`src/rtl/maxunpool_pkg.sv`:
```
// Shared pool/unpool definitions: argmax index encoding
// and the unpool stage FSM state encoding.
package maxunpool_pkg;

  localparam logic [1:0] IDX_TL = 2'd0;
  localparam logic [1:0] IDX_TR = 2'd1;
  localparam logic [1:0] IDX_BL = 2'd2;
  localparam logic [1:0] IDX_BR = 2'd3;

  typedef enum logic [2:0] {
    ACCEPT,
    TOP_L,
    TOP_R,
    BOT_L,
    BOT_R
  } state_t;

endpackage

```
`src/rtl/unpool_line_buf.sv`:
```
// Single-port line buffer: synchronous write, asynchronous read,
// both at the same address.
module unpool_line_buf #(
  parameter int DEPTH = 8,
  parameter int WIDTH = 18,
  parameter int AW    = 3
) (
  input  logic             clk,
  input  logic             i_we,
  input  logic [AW-1:0]    i_addr,
  input  logic [WIDTH-1:0] i_wdata,
  output logic [WIDTH-1:0] o_rdata
);

  logic [WIDTH-1:0] r_mem [DEPTH];

  always_ff @(posedge clk) begin
    if (i_we) r_mem[i_addr] <= i_wdata;
  end

  assign o_rdata = r_mem[i_addr];

endmodule

```
`src/rtl/maxunpool_stream.sv`:
```
// Streaming 2x2 max-unpool: each pooled element expands to a 2x2
// window with the value at its argmax slot, emitted in raster order.
module maxunpool_stream
  import maxunpool_pkg::*;
#(
  parameter int DATA_WIDTH = 16,
  parameter int POOL_COLS  = 8,
  parameter int POOL_ROWS  = 8
) (
  input  logic                  clk,
  input  logic                  rst_n,
  input  logic                  in_valid,
  output logic                  in_ready,
  input  logic [DATA_WIDTH-1:0] in_data,
  input  logic [1:0]            in_idx,
  output logic                  out_valid,
  input  logic                  out_ready,
  output logic [DATA_WIDTH-1:0] out_data,
  output logic                  out_last_col,
  output logic                  out_last_frame
);

  localparam int CW = (POOL_COLS > 1) ? $clog2(POOL_COLS) : 1;
  localparam int RW = (POOL_ROWS > 1) ? $clog2(POOL_ROWS) : 1;
  localparam int BW = DATA_WIDTH + 2;
  localparam logic [CW-1:0] LAST_COL = CW'(POOL_COLS - 1);
  localparam logic [RW-1:0] LAST_ROW = RW'(POOL_ROWS - 1);

  state_t                r_state;
  logic [CW-1:0]         r_col;
  logic [RW-1:0]         r_prow;
  logic [DATA_WIDTH-1:0] r_hold_val;
  logic [1:0]            r_hold_idx;
  logic                  r_out_valid;
  logic [DATA_WIDTH-1:0] r_out_data;
  logic                  r_last_col;
  logic                  r_last_frame;

  logic                  w_in_xfer;
  logic                  w_col_last;
  logic                  w_row_last;
  logic [CW-1:0]         w_addr;
  logic [BW-1:0]         w_rdata;
  logic [DATA_WIDTH-1:0] w_buf_val;
  logic [1:0]            w_buf_idx;

  assign in_ready   = rst_n && (r_state == ACCEPT);
  assign w_in_xfer  = in_valid && in_ready;
  assign w_col_last = (r_col == LAST_COL);
  assign w_row_last = (r_prow == LAST_ROW);
  assign w_buf_val  = w_rdata[DATA_WIDTH-1:0];
  assign w_buf_idx  = w_rdata[BW-1:DATA_WIDTH];

  // Address the entry the next bottom-row pixel will need.
  always_comb begin
    w_addr = r_col;
    case (r_state)
      TOP_R:   if (w_col_last) w_addr = '0;
      BOT_R:   w_addr = r_col + 1'b1;
      default: w_addr = r_col;
    endcase
  end

  unpool_line_buf #(
    .DEPTH (POOL_COLS),
    .WIDTH (BW),
    .AW    (CW)
  ) u_line_buf (
    .clk     (clk),
    .i_we    (w_in_xfer),
    .i_addr  (w_addr),
    .i_wdata ({in_idx, in_data}),
    .o_rdata (w_rdata)
  );

  always_ff @(posedge clk) begin
    if (!rst_n) begin
      r_state      <= ACCEPT;
      r_col        <= '0;
      r_prow       <= '0;
      r_hold_val   <= '0;
      r_hold_idx   <= '0;
      r_out_valid  <= 1'b0;
      r_out_data   <= '0;
      r_last_col   <= 1'b0;
      r_last_frame <= 1'b0;
    end else begin
      unique case (r_state)
        ACCEPT: if (w_in_xfer) begin
          r_hold_val  <= in_data;
          r_hold_idx  <= in_idx;
          r_out_valid <= 1'b1;
          r_out_data  <= (in_idx == IDX_TL) ? in_data : '0;
          r_state     <= TOP_L;
        end
        TOP_L: if (out_ready) begin
          r_out_data <= (r_hold_idx == IDX_TR) ? r_hold_val : '0;
          r_last_col <= w_col_last;
          r_state    <= TOP_R;
        end
        TOP_R: if (out_ready) begin
          r_last_col <= 1'b0;
          if (w_col_last) begin
            r_col      <= '0;
            r_out_data <= (w_buf_idx == IDX_BL) ? w_buf_val : '0;
            r_state    <= BOT_L;
          end else begin
            r_col       <= r_col + 1'b1;
            r_out_valid <= 1'b0;
            r_out_data  <= '0;
            r_state     <= ACCEPT;
          end
        end
        BOT_L: if (out_ready) begin
          r_out_data   <= (w_buf_idx == IDX_BR) ? w_buf_val : '0;
          r_last_col   <= w_col_last;
          r_last_frame <= w_col_last && w_row_last;
          r_state      <= BOT_R;
        end
        BOT_R: if (out_ready) begin
          r_last_col   <= 1'b0;
          r_last_frame <= 1'b0;
          if (w_col_last) begin
            r_col       <= '0;
            r_prow      <= w_row_last ? '0 : r_prow + 1'b1;
            r_out_valid <= 1'b0;
            r_out_data  <= '0;
            r_state     <= ACCEPT;
          end else begin
            r_col      <= r_col + 1'b1;
            r_out_data <= (w_buf_idx == IDX_BL) ? w_buf_val : '0;
            r_state    <= BOT_L;
          end
        end
        default: r_state <= ACCEPT;
      endcase
    end
  end

  assign out_valid      = r_out_valid;
  assign out_data       = r_out_data;
  assign out_last_col   = r_last_col;
  assign out_last_frame = r_last_frame;

endmodule

```
`config.mk`:
```
export PLATFORM = sky130hd
export DESIGN_NAME = maxunpool_stream
export DESIGN_NICKNAME = d
export VERILOG_FILES = /design/src/rtl/maxunpool_pkg.sv /design/src/rtl/unpool_line_buf.sv /design/src/rtl/maxunpool_stream.sv
export SDC_FILE = /design/constraint.sdc
export NUM_CORES = 1
export LEC_CHECK = 0
export ABC_AREA = 1
export CAP_MARGIN = 20
export CORE_MARGIN = 2
export CORE_UTILIZATION = 50
export DETAILED_ROUTE_END_ITERATION = 12
export HOLD_SLACK_MARGIN = 0.12
export PLACE_DENSITY_LB_ADDON = 0.08
export SKIP_CTS_REPAIR_TIMING = 1
export SYNTH_ARGS = -nofsm -noshare
export SYNTH_HDL_FRONTEND = slang
export SYNTH_SLANG_ARGS = --single-unit
export TNS_END_PERCENT = 20
```
`constraint.sdc`:
```
create_clock -name clk -period 6.1 [get_ports clk]
set_input_delay 0.915 -clock clk [delete_from_list [all_inputs] [get_ports clk]]
set_output_delay 0.915 -clock clk [all_outputs]
set_load 0.02 [all_outputs]
```
; ---- Word-level counts from Yosys, hierarchy flattened
; Memories as Yosys holds them, arrays and structs flattened.
; Index checks and enable logic that the tools add are counted.
[totals]
reg_bits = 46
ram_bits = 144
out_inout_bits = 20
elab_cells = 86
n_memories = 1
[op_classes]
add_sub_neg = 2
eq_ne = 18
mux = 37
reduce_logical = 19
[memory_table]
columns = name, words, word_bits, rd, rd_ports_with_merged_regs, write_ports, line_no
row1 = u_line_buf.r_mem, 8, 18, 1, 0, 1, unpool_line_buf.sv:15  ; logic [WIDTH-1:0] r_mem [DEPTH];
[op_table]
columns = operator, n
row1 = 16-bit 2-to-1 mux, 11
row2 = 16-bit one-hot mux with 5 select lines, 1
row3 = 3-bit 2-to-1 mux, 8
row4 = 3-bit one-hot mux with 5 select lines, 1
row5 = "2-bit inequality test, second input constant", 6
row6 = 6-bit AND reduction, 2
row7 = 1-bit 2-to-1 mux, 10
row8 = "3-bit == test, second input constant", 3
row9 = 3-bit AND reduction, 3
row10 = "3-bit by 1-bit adder with 3-bit output, second input constant", 2
row11 = "3-bit by 2-bit == test with 1-bit output, second input constant", 2
row12 = "2-bit by 1-bit inequality test with 1-bit output, second input constant", 3
row13 = 3-bit one-hot mux with 2 select lines, 1
row14 = 5-bit AND reduction, 1
row15 = 5-bit nonzero test, 1
row16 = "2-bit == test, second input constant", 2
row17 = 2-bit 2-to-1 mux, 2
row18 = 1-bit one-hot mux with 2 select lines, 2
row19 = 2-bit AND reduction, 2
row20 = 2-bit nonzero test, 2
row21 = 2-bit OR reduction, 2
row22 = "3-bit by 1-bit == test with 1-bit output, second input constant", 1
row23 = 1-bit logical AND, 3
row24 = 3-bit logical NOT, 1
row25 = other kinds (4), 4

; ---- Depth between registers and ports, before layout
; Gate-level depths: netlist (run 1).
; An unclocked memory read counts as a cell.
[depth]
word_depth = 9
mapped_depth = 18

; ---- Modules after synthesis
; Synthesis (run 1) repeated with hierarchy kept, for this count alone.
[hier_totals]
cells_unflattened = 1016
area_unflattened_um2 = 8852.2
[modules_own_cells]
columns = module, instances, cells_each, area_each_um2, seq_area_each_um2
row1 = unpool_line_buf, 1, 597, 6147.1, 4324.1
row2 = maxunpool_stream, 1, 419, 2705.1, 920.9

; ---- Worst setup path after synthesis (run 1)
; Ideal clock, no wire load.
[synth_timing]
kind = input-to-reg
startpoint = in rst_n
endpoint = mem u_line_buf.r_mem[1][0], enable pin
setup_time_ns = 0.393
arrival_ns = 2.871
setup_slack_ns = 2.836
cell_stages = 7
cell_sequence = clkinv_1 nor2_1 nand2_1 inv_2 clkbuf_1 nand3_1 nor2_1
[synth_via]
elab_chain_len = 4
[synth_lines]
columns = element, line_no
row1 = "start, declared", maxunpool_stream.sv:11  ; input logic rst_n,
row2 = 1-bit logical AND, maxunpool_stream.sv:47  ; assign in_ready = rst_n && (r_state == ACCEPT);
row3 = named net in_ready, maxunpool_stream.sv:13  ; output logic in_ready,
row4 = 1-bit logical AND, maxunpool_stream.sv:48  ; assign w_in_xfer = in_valid && in_ready;
row5 = 1-bit 2-to-1 mux, unpool_line_buf.sv:18  ; if (i_we) r_mem[i_addr] <= i_wdata;
row6 = 1-bit 2-to-1 mux (implied by the code), unpool_line_buf.sv:18
row7 = "end, declared", unpool_line_buf.sv:15
; The timed path passes the listed nets, and every way through them passes these cells.

; ---- Worst setup path in the final report (run 1)
[layout_timing]
startpoint = in rst_n
endpoint = mem u_line_buf.r_mem[3][5], enable pin
[layout_via]
elab_chain_len = 4
[layout_lines]
columns = element, line_no
row1 = 1-bit logical AND, maxunpool_stream.sv:47
row2 = 1-bit logical AND, maxunpool_stream.sv:48
row3 = 1-bit 2-to-1 mux, unpool_line_buf.sv:18
row4 = 1-bit 2-to-1 mux (implied by the code), unpool_line_buf.sv:18
; No other way between the ends.

==> summary.txt, run 1 <==
Finish
  – Final Cell Area: 9460 sq um
  – Fin nets: 909
  – Share of cells above drive strength 1: 7.60%
  – # diodes: 0
  – Area Overhead vs Synth: 13.9%
  – Finished Layout Cells: 1115
  – Layout fillers: 1418

Floorplan
  – # rows: between 40 and 50
  – Die Width: 133 um
  – Initial Utilization: 50.6%
  – DIE HEIGHT: 133 um
  – Die area: 17700 sq um
  – # IOs: 42
  – CORE AREA: 16400 sq um

Pwr
  – Total power: roughly 3.5 mW
  – Maximum vdd drop: 0.260 mV
  – PwrDens: 375 nW/um^2
  – Static leakage: approximately 3.6 nW

Clocking
  – CTS tree: built
  – Deepest level of the CTS H-tree: 4
  – CTS clk-pin slew, worst paths: 0.06 ns
  – Clock root buffer: clkbuf_16
  – Sink Count: 190
  – CTS buffer count: 17
  – Clock Latency Late Sink: ~0.43 ns
  – CTS Buffer Depth: 2

Worst setup path
  – Req. time, crit path: 6.23 ns
  – Worst Setup End Kind: flop
  – Crit path DAT: 4.10 ns
  – Critical setup path kind: input pin to flop
  – Worst Path Max Fanout: 23
  – R2R setup slack: 2.36 ns
  – Startpoint Class: input pin

Logic synthesis
  – FF+latch count, synth: 190
  – Top post-synthesis cells by area: edfxtp_1, dfxtp_1, nand2_1
  – Syn avg cell area: 9.76 sq um
  – Post-synthesis cell count: 851
  – Largest area contributor in the synthesized netlist: edfxtp_1
  – Post-Syn Area: 8310 sq um
  – Yosys cell types: 30
  – Post-synth top area share: roughly 52%
  – Synth Net Count: roughly 880
  – Seq/Total Area, Yosys: a little over three fifths
  – Yosys warning total: 0

Route
  – Initial DRC count: around 530
  – DR vias/cell: 5.50
  – # DRC: 0
  – DR WL/cell: 18.1 um
  – Detailed Route WL: 20.2 mm
  – Pre-antenna DRT Iters: 5
  – Post-route ant nets: 0
  – DR vias: 6137

Outcome
  – Status: complete, no violations

STA
  – Hold slack: 0.456 ns
  – Setup TNS: 0 ns
  – Crit share post-route: about two thirds
  – Max-slew violations: 0
  – Minimum clock period: 3.97 ns
  – RSZ-0062 raised after global routing: false
  – Final setup viols: 0
  – Fmax: between 0.2 and 0.3 GHz
  – Fin. Hold Viols: 0
  – Slew headroom: 46.7%
  – Clk_skew: 0.00754 ns
  – Worst slew pin tran: between 0.7 and 0.8 ns

Hold path
  – HP Class: flop to flop

Global route
  – Overall Global Routing Usage: about a quarter
  – Initial antenna violation count: 0
  – Largest net degree at the start of global routing: 74
  – First-pass GRT wire length: between 30 and 40 mm
  – Gr ovfl total: 0
  – Vias in the first global route: 5902

Placed design
  – Placed Area: 8890 sq um
  – Placed Instances: 1082
  – DP HPWL: roughly 13 mm
  – Gp weighted congestion: around 0.85
  – PortBufs: 41

Job
  – Maxcap violations: 0
-- synthesized netlist by cell type (all sizes together) --
master	n
ha	5
nor2	77
clkinv	1
nand4	2
buf	32
a221oi	1
edfxtp	144
nand2	246
dfxtp	46
nor3	2
o211a	1
a211oi	2
inv	34
o21bai	1
clkbuf	13
o21ai	10
o22ai	1
nand3	169
nand3b	4
a21oi	60
-- cells in the final DEF, fill, tap and decap left out, types with 5 or more instances in the layout --
cell             synthesis  final
nand2_1                238    237
nand3_1                168    168
edfxtp_1               144    144
nor2_1                  68     68
a21oi_1                 59     59
dfxtp_1                 46     46
clkdlybuf4s50_1          0     41
inv_1                   28     28
clkbuf_16                0     17
buf_4                    5     16
o21ai_0                 10     10
inv_2                    6      6
clkinv_1                 1      5
nand2_2                  4      5
ha_1                     5      5
-- where the power goes --
| group | total [mW] | internal (mW) | switching, mW | leakage [nW] |
|---|---|---|---|---|
| registers | 1.54 | 1.49 | 0.0487 | 1.68 |
| logic | 0.941 | 0.312 | 0.630 | 1.64 |
| clock network | 1.06 | 0.596 | 0.462 | 0.255 |
-- worst max-delay path, cell delays in order --
cell             delay [ns]
clkdlybuf4s50_1        0.46
buf_4                  0.25
clkinv_1               0.12
nor2_1                 0.16
nand2_1                0.44
inv_2                  0.48
nand3_1                0.24
nor2_1                 0.68
buf_4                  0.34
-- per-layer routing --
layer	vias to the layer above	GRT usage, %	part of all wire [%]
met3	29	3.87	5.9
li1	2973	-	-
met1	2907	34.5	46
met5	-	0	0
met2	228	35.8	46
met4	0	7.83	1.9
-- cell families after synthesis --
group / synth area share, %
AO/OA/AOI/OAI: 4.93
adder cells (fa/ha/maj): 0.753
buffers and inverters: 4.16
flip-flops: 63.2
AND/OR/NAND/NOR: 27.0
-- flip-flops by register name (all words and copies together) (netlist names) --
name,cells
out_last_frame,1
r_col,3
r_state,3
r_prow,3
r_hold_idx,2
out_last_col,1
u_line_buf.r_mem,144
r_hold_val,16
out_valid,1
out_data,16
-- layout make-up --
type                            instances  area, sq um  share of cell area, %
Clock buffer                           19          433                   4.58
Clock inverter                         13          124                   1.31
Inverter                               35          131                   1.39
Multi-Input combinational cell        581         2720                   28.7
Sequential cell                       190         5250                   55.5
Tap cell                              220          275                   2.91
Timing Repair Buffer                   57          531                   5.61
-- through the flow --
stage	util, %	worst slack (ns)
after floorplan	-	2.84
after global placement	54.2	1.82
after detailed placement	54.2	1.73
after CTS	57.6	2.16
after global routing	57.6	1.86
final	57.6	2.13
-- final timing paths --
path / to / start / depth (start not counted)
worst min-delay path: r_hold_idx[0] / r_hold_idx[0] / 2
worst max register to register: u_line_buf.r_mem[3][5] / r_state[1] / 10
worst min register to register: r_hold_idx[0] / r_hold_idx[0] / 2
worst max-delay path: u_line_buf.r_mem[3][5] / rst_n / 9
Power figures use the tool's default switching activity.
==> run 2, diff against run 1 <==
- clock period: 6.1 -> 3.27 ns (I/O delays scaled with it)
==> run 2 against run 1 <==
Net effect: via count rose by 0.98%; power rose by 91%; sequential power rose by 87%; sequential share of layout area fell by 0.92 points; combinational power rose by 91%; largest cell class unchanged; largest power group unchanged.
==> summary.txt, run 2 (synthesis results as in run 1) <==
Worst setup path
  – R2R setup slack: 0.41 ns (was 2.36 ns)
  – Reg2reg start: r_col[1] (was r_state[1])
  – Critical-path top delay cell: clkdlybuf4s50_1 (was nor2_1)
  – Startpoint Class: flop (was input pin)
  – Critical setup path kind: flop to primary output (was input pin to flop)
  – R2R cell count: 17 (was 10)
  – Crit path DAT: 2.40 ns (was 4.10 ns)
  – Worst Path Max Fanout: 13 (was 23)
  – Req. time, crit path: 2.78 ns (was 6.23 ns)
  – Cells along the critical path: nor2_2 -> inv_1 -> nor2_1 -> inv_2 -> nor2_1 -> clkdlybuf4s50_1 (was clkdlybuf4s50_1 -> buf_4 -> clkinv_1 -> nor2_1 -> nand2_1 -> inv_2 -> nand3_1 -> nor2_1 -> buf_4)
  – R2r endpoint: out_data[15] (was u_line_buf.r_mem[3][5])
  – Worst Setup End Kind: primary output (was flop)
  – Cell mode on critical path: nor2_1
  – Max incr delay on CP: 0.63 ns (was 0.68 ns)

Hold path
  – Worst Hold Path EP: r_hold_idx[0] (unchanged)
  – HP Class: flop to flop (unchanged)
  – Hold Path Stages: 2 (unchanged)
  – Hold Startpoint: r_hold_idx[0] (unchanged)

Route
  – DR vias: 6197 (was 6137)
  – Initial DRC count: 564 (was 527)
  – Pre-antenna DRT Iters: 5 (unchanged)
  – Detailed Route WL: 20.6 mm (was 20.2 mm)
  – Post-route ant nets: 0 (unchanged)
  – DR vias/cell: 5.49 (was 5.50)
  – DR WL/cell: 18.3 um (was 18.1 um)
  – # DRC: 0 (unchanged)

Outcome
  – Status: complete, no violations (unchanged)

STA
  – Minimum clock period: 2.89 ns
  – Hold slack: 0.463 ns (was 0.456 ns)
  – Max-slew violations: 0 (unchanged)
  – Setup TNS: 0 ns (unchanged)
  – Fin. Hold Viols: 0 (unchanged)
  – Worst slew pin tran: 1.11 ns (was 0.800 ns)
  – Slew headroom: 26.0% (was 46.7%)
  – Clk_skew: 0.00629 ns (was 0.00754 ns)
  – Final setup viols: 0 (unchanged)
  – Crit share post-route: 88.3%
  – RSZ-0062 raised after global routing: false (unchanged)
  – Fmax: ~0.35 GHz

Finish
  – Most frequent cells in the layout: nand2_1, nand3_1, edfxtp_1 (unchanged)
  – Share of cells above drive strength 1: 9.02% (was 7.60%)
  – Fin nets: 923 (was 909)
  – Finished Layout Cells: 1129 (was 1115)
  – Area Overhead vs Synth: 15.8% (was 13.9%)
  – Largest Register: u_line_buf.r_mem (unchanged)
  – Commonest non-fill, non-tap cell in the layout: nand2_1 (unchanged)
  – # diodes: 0 (unchanged)
  – Max reg flops: 144 (unchanged)
  – Final Cell Area: 9620 sq um (was 9460 sq um)

Clocking
  – Sink Count: 190 (unchanged)
  – Deepest level of the CTS H-tree: 4 (unchanged)
  – CTS buffer count: 17 (unchanged)
  – CTS clk-pin slew, worst paths: 0.07 ns (was 0.06 ns)
  – CTS Buffer Depth: 2 (unchanged)
  – Clock root buffer: clkbuf_16 (unchanged)
  – CTS tree: built (unchanged)
  – Clock Latency Late Sink: 0.43 ns (about the same)

Global route
  – Initial antenna violation count: 0 (unchanged)
  – Overall Global Routing Usage: 24.2% (was 23.5%)
  – Vias in the first global route: 5941 (was 5902)
  – Largest net degree at the start of global routing: 74 (unchanged)
  – Gr ovfl total: 0 (unchanged)
  – First-pass GRT wire length: 32.6 mm (was 31.9 mm)

Floorplan
  – DIE HEIGHT: 133 um (unchanged)
  – Die area: 17700 sq um (unchanged)
  – Die Width: 133 um (unchanged)
  – # IOs: 42 (unchanged)
  – # rows: 47 (unchanged)
  – CORE AREA: 16400 sq um (unchanged)
  – Initial Utilization: 50.6% (unchanged)

Pwr
  – Total power: 6.75 mW (was 3.54 mW)
  – Sw Share: 32.0% (was 32.2%)
  – Share of power burned in combinational logic: 26.6% (about the same)
  – Int Pwr: 4.59 mW (was 2.40 mW)
  – PwrDens: 702 nW/um^2 (was 375 nW/um^2)
  – Net Switching: 2.16 mW (was 1.14 mW)
  – Static leakage: 3.68 nW (was 3.57 nW)
  – Clock network power share: 30.7% (was 29.9%)
  – Maximum vdd drop: 0.440 mV (was 0.260 mV)
  – Sequential Power Share: 42.7% (was 43.6%)

Job
  – Maxcap violations: 0 (unchanged)

Placed design
  – DP HPWL: 12.9 mm (was 13.1 mm)
  – Gp weighted congestion: 0.895 (was 0.853)
  – Placed Area: 9030 sq um (was 8890 sq um)
  – PortBufs: 41 (unchanged)
  – Placed Instances: 1097 (was 1082)
-- run 2: cell types whose count changed in the layout (fill, tap and decap cells not counted), moves of 2 or more --
cell	before	now
clkinv_1	5	3
buf_4	16	28
inv_6	0	2
clkinvlp_4	4	2
buf_12	0	2
clkbuf_1	2	4
-- run 2: final cells by class --
| cell class | count | area, sq um |
|---|---|---|
| multi-input cells | 581 | 2720 |
| well taps | 220 | 275 |
| flip-flops and latches | 190 | 5250 |
| clock inverters | 11 | 140 |
| inverters | 35 | 131 |
| fillers | 1381 | 6790 |
| clock buffers | 21 | 440 |
| repair buffers | 71 | 661 |
-- run 2: routing by layer --
metal	wire length, um	part of all wire [%]	up-vias	GRT usage, %
met2	9440	46	187	36.9
met1	9760	47	2980	35.4
met4	282	1.4	0	7.77
li1	-	-	3005	-
met3	1130	5.5	25	4.10
met5	0	0	-	0
-- run 2: through the flow --
stage / worst slack [ns] / utilization, %
after floorplan: 0.248 / -
after detailed placement: 0.367 / 55.0
after CTS: 0.358 / 58.6
final: 0.381 / 58.6
after global routing: 0.0297 / 58.6
after global placement: 0.471 / 55.0
-- run 2: how the worst max path moves through the flow --
stage / slack (ns) / end / startpoint
finish: 0.38 / in_ready / r_state[1]
global route: 0.03 / out_data[1] / r_col[1]
CTS: 0.36 / in_ready / r_state[1]
floorplan: 0.25 / u_line_buf.r_mem[1][0] / r_state[1]
detailed placement: 0.37 / out_data[9] / r_col[0]
global placement: 0.47 / out_data[7] / r_col[1]
-- run 2: power by group through the flow --
| stage | Combinational [mW] | Sequential, mW | Clock [mW] |
|---|---|---|---|
| after floorplan | 1.13 | 3.00 | 0 |
| after global placement | 1.76 | 2.92 | 0 |
| after detailed placement | 1.78 | 2.93 | 0 |
| after CTS | 1.79 | 2.88 | 2.11 |
| after global routing | 2.00 | 2.90 | 2.20 |
| final | 1.80 | 2.88 | 2.07 |
-- run 2: critical path, delay by kind of cell (launching register included) --
kind,cells,cell delay (ns)
buf+inv,3,0.91
flops,1,0.39
simple gates,3,0.67
==> run 3, diff against run 2 <==
- SLEW_MARGIN: default -> 5
==> results of run 3 <==
The final DEF is identical to that of run 2; final timing and power are the same.
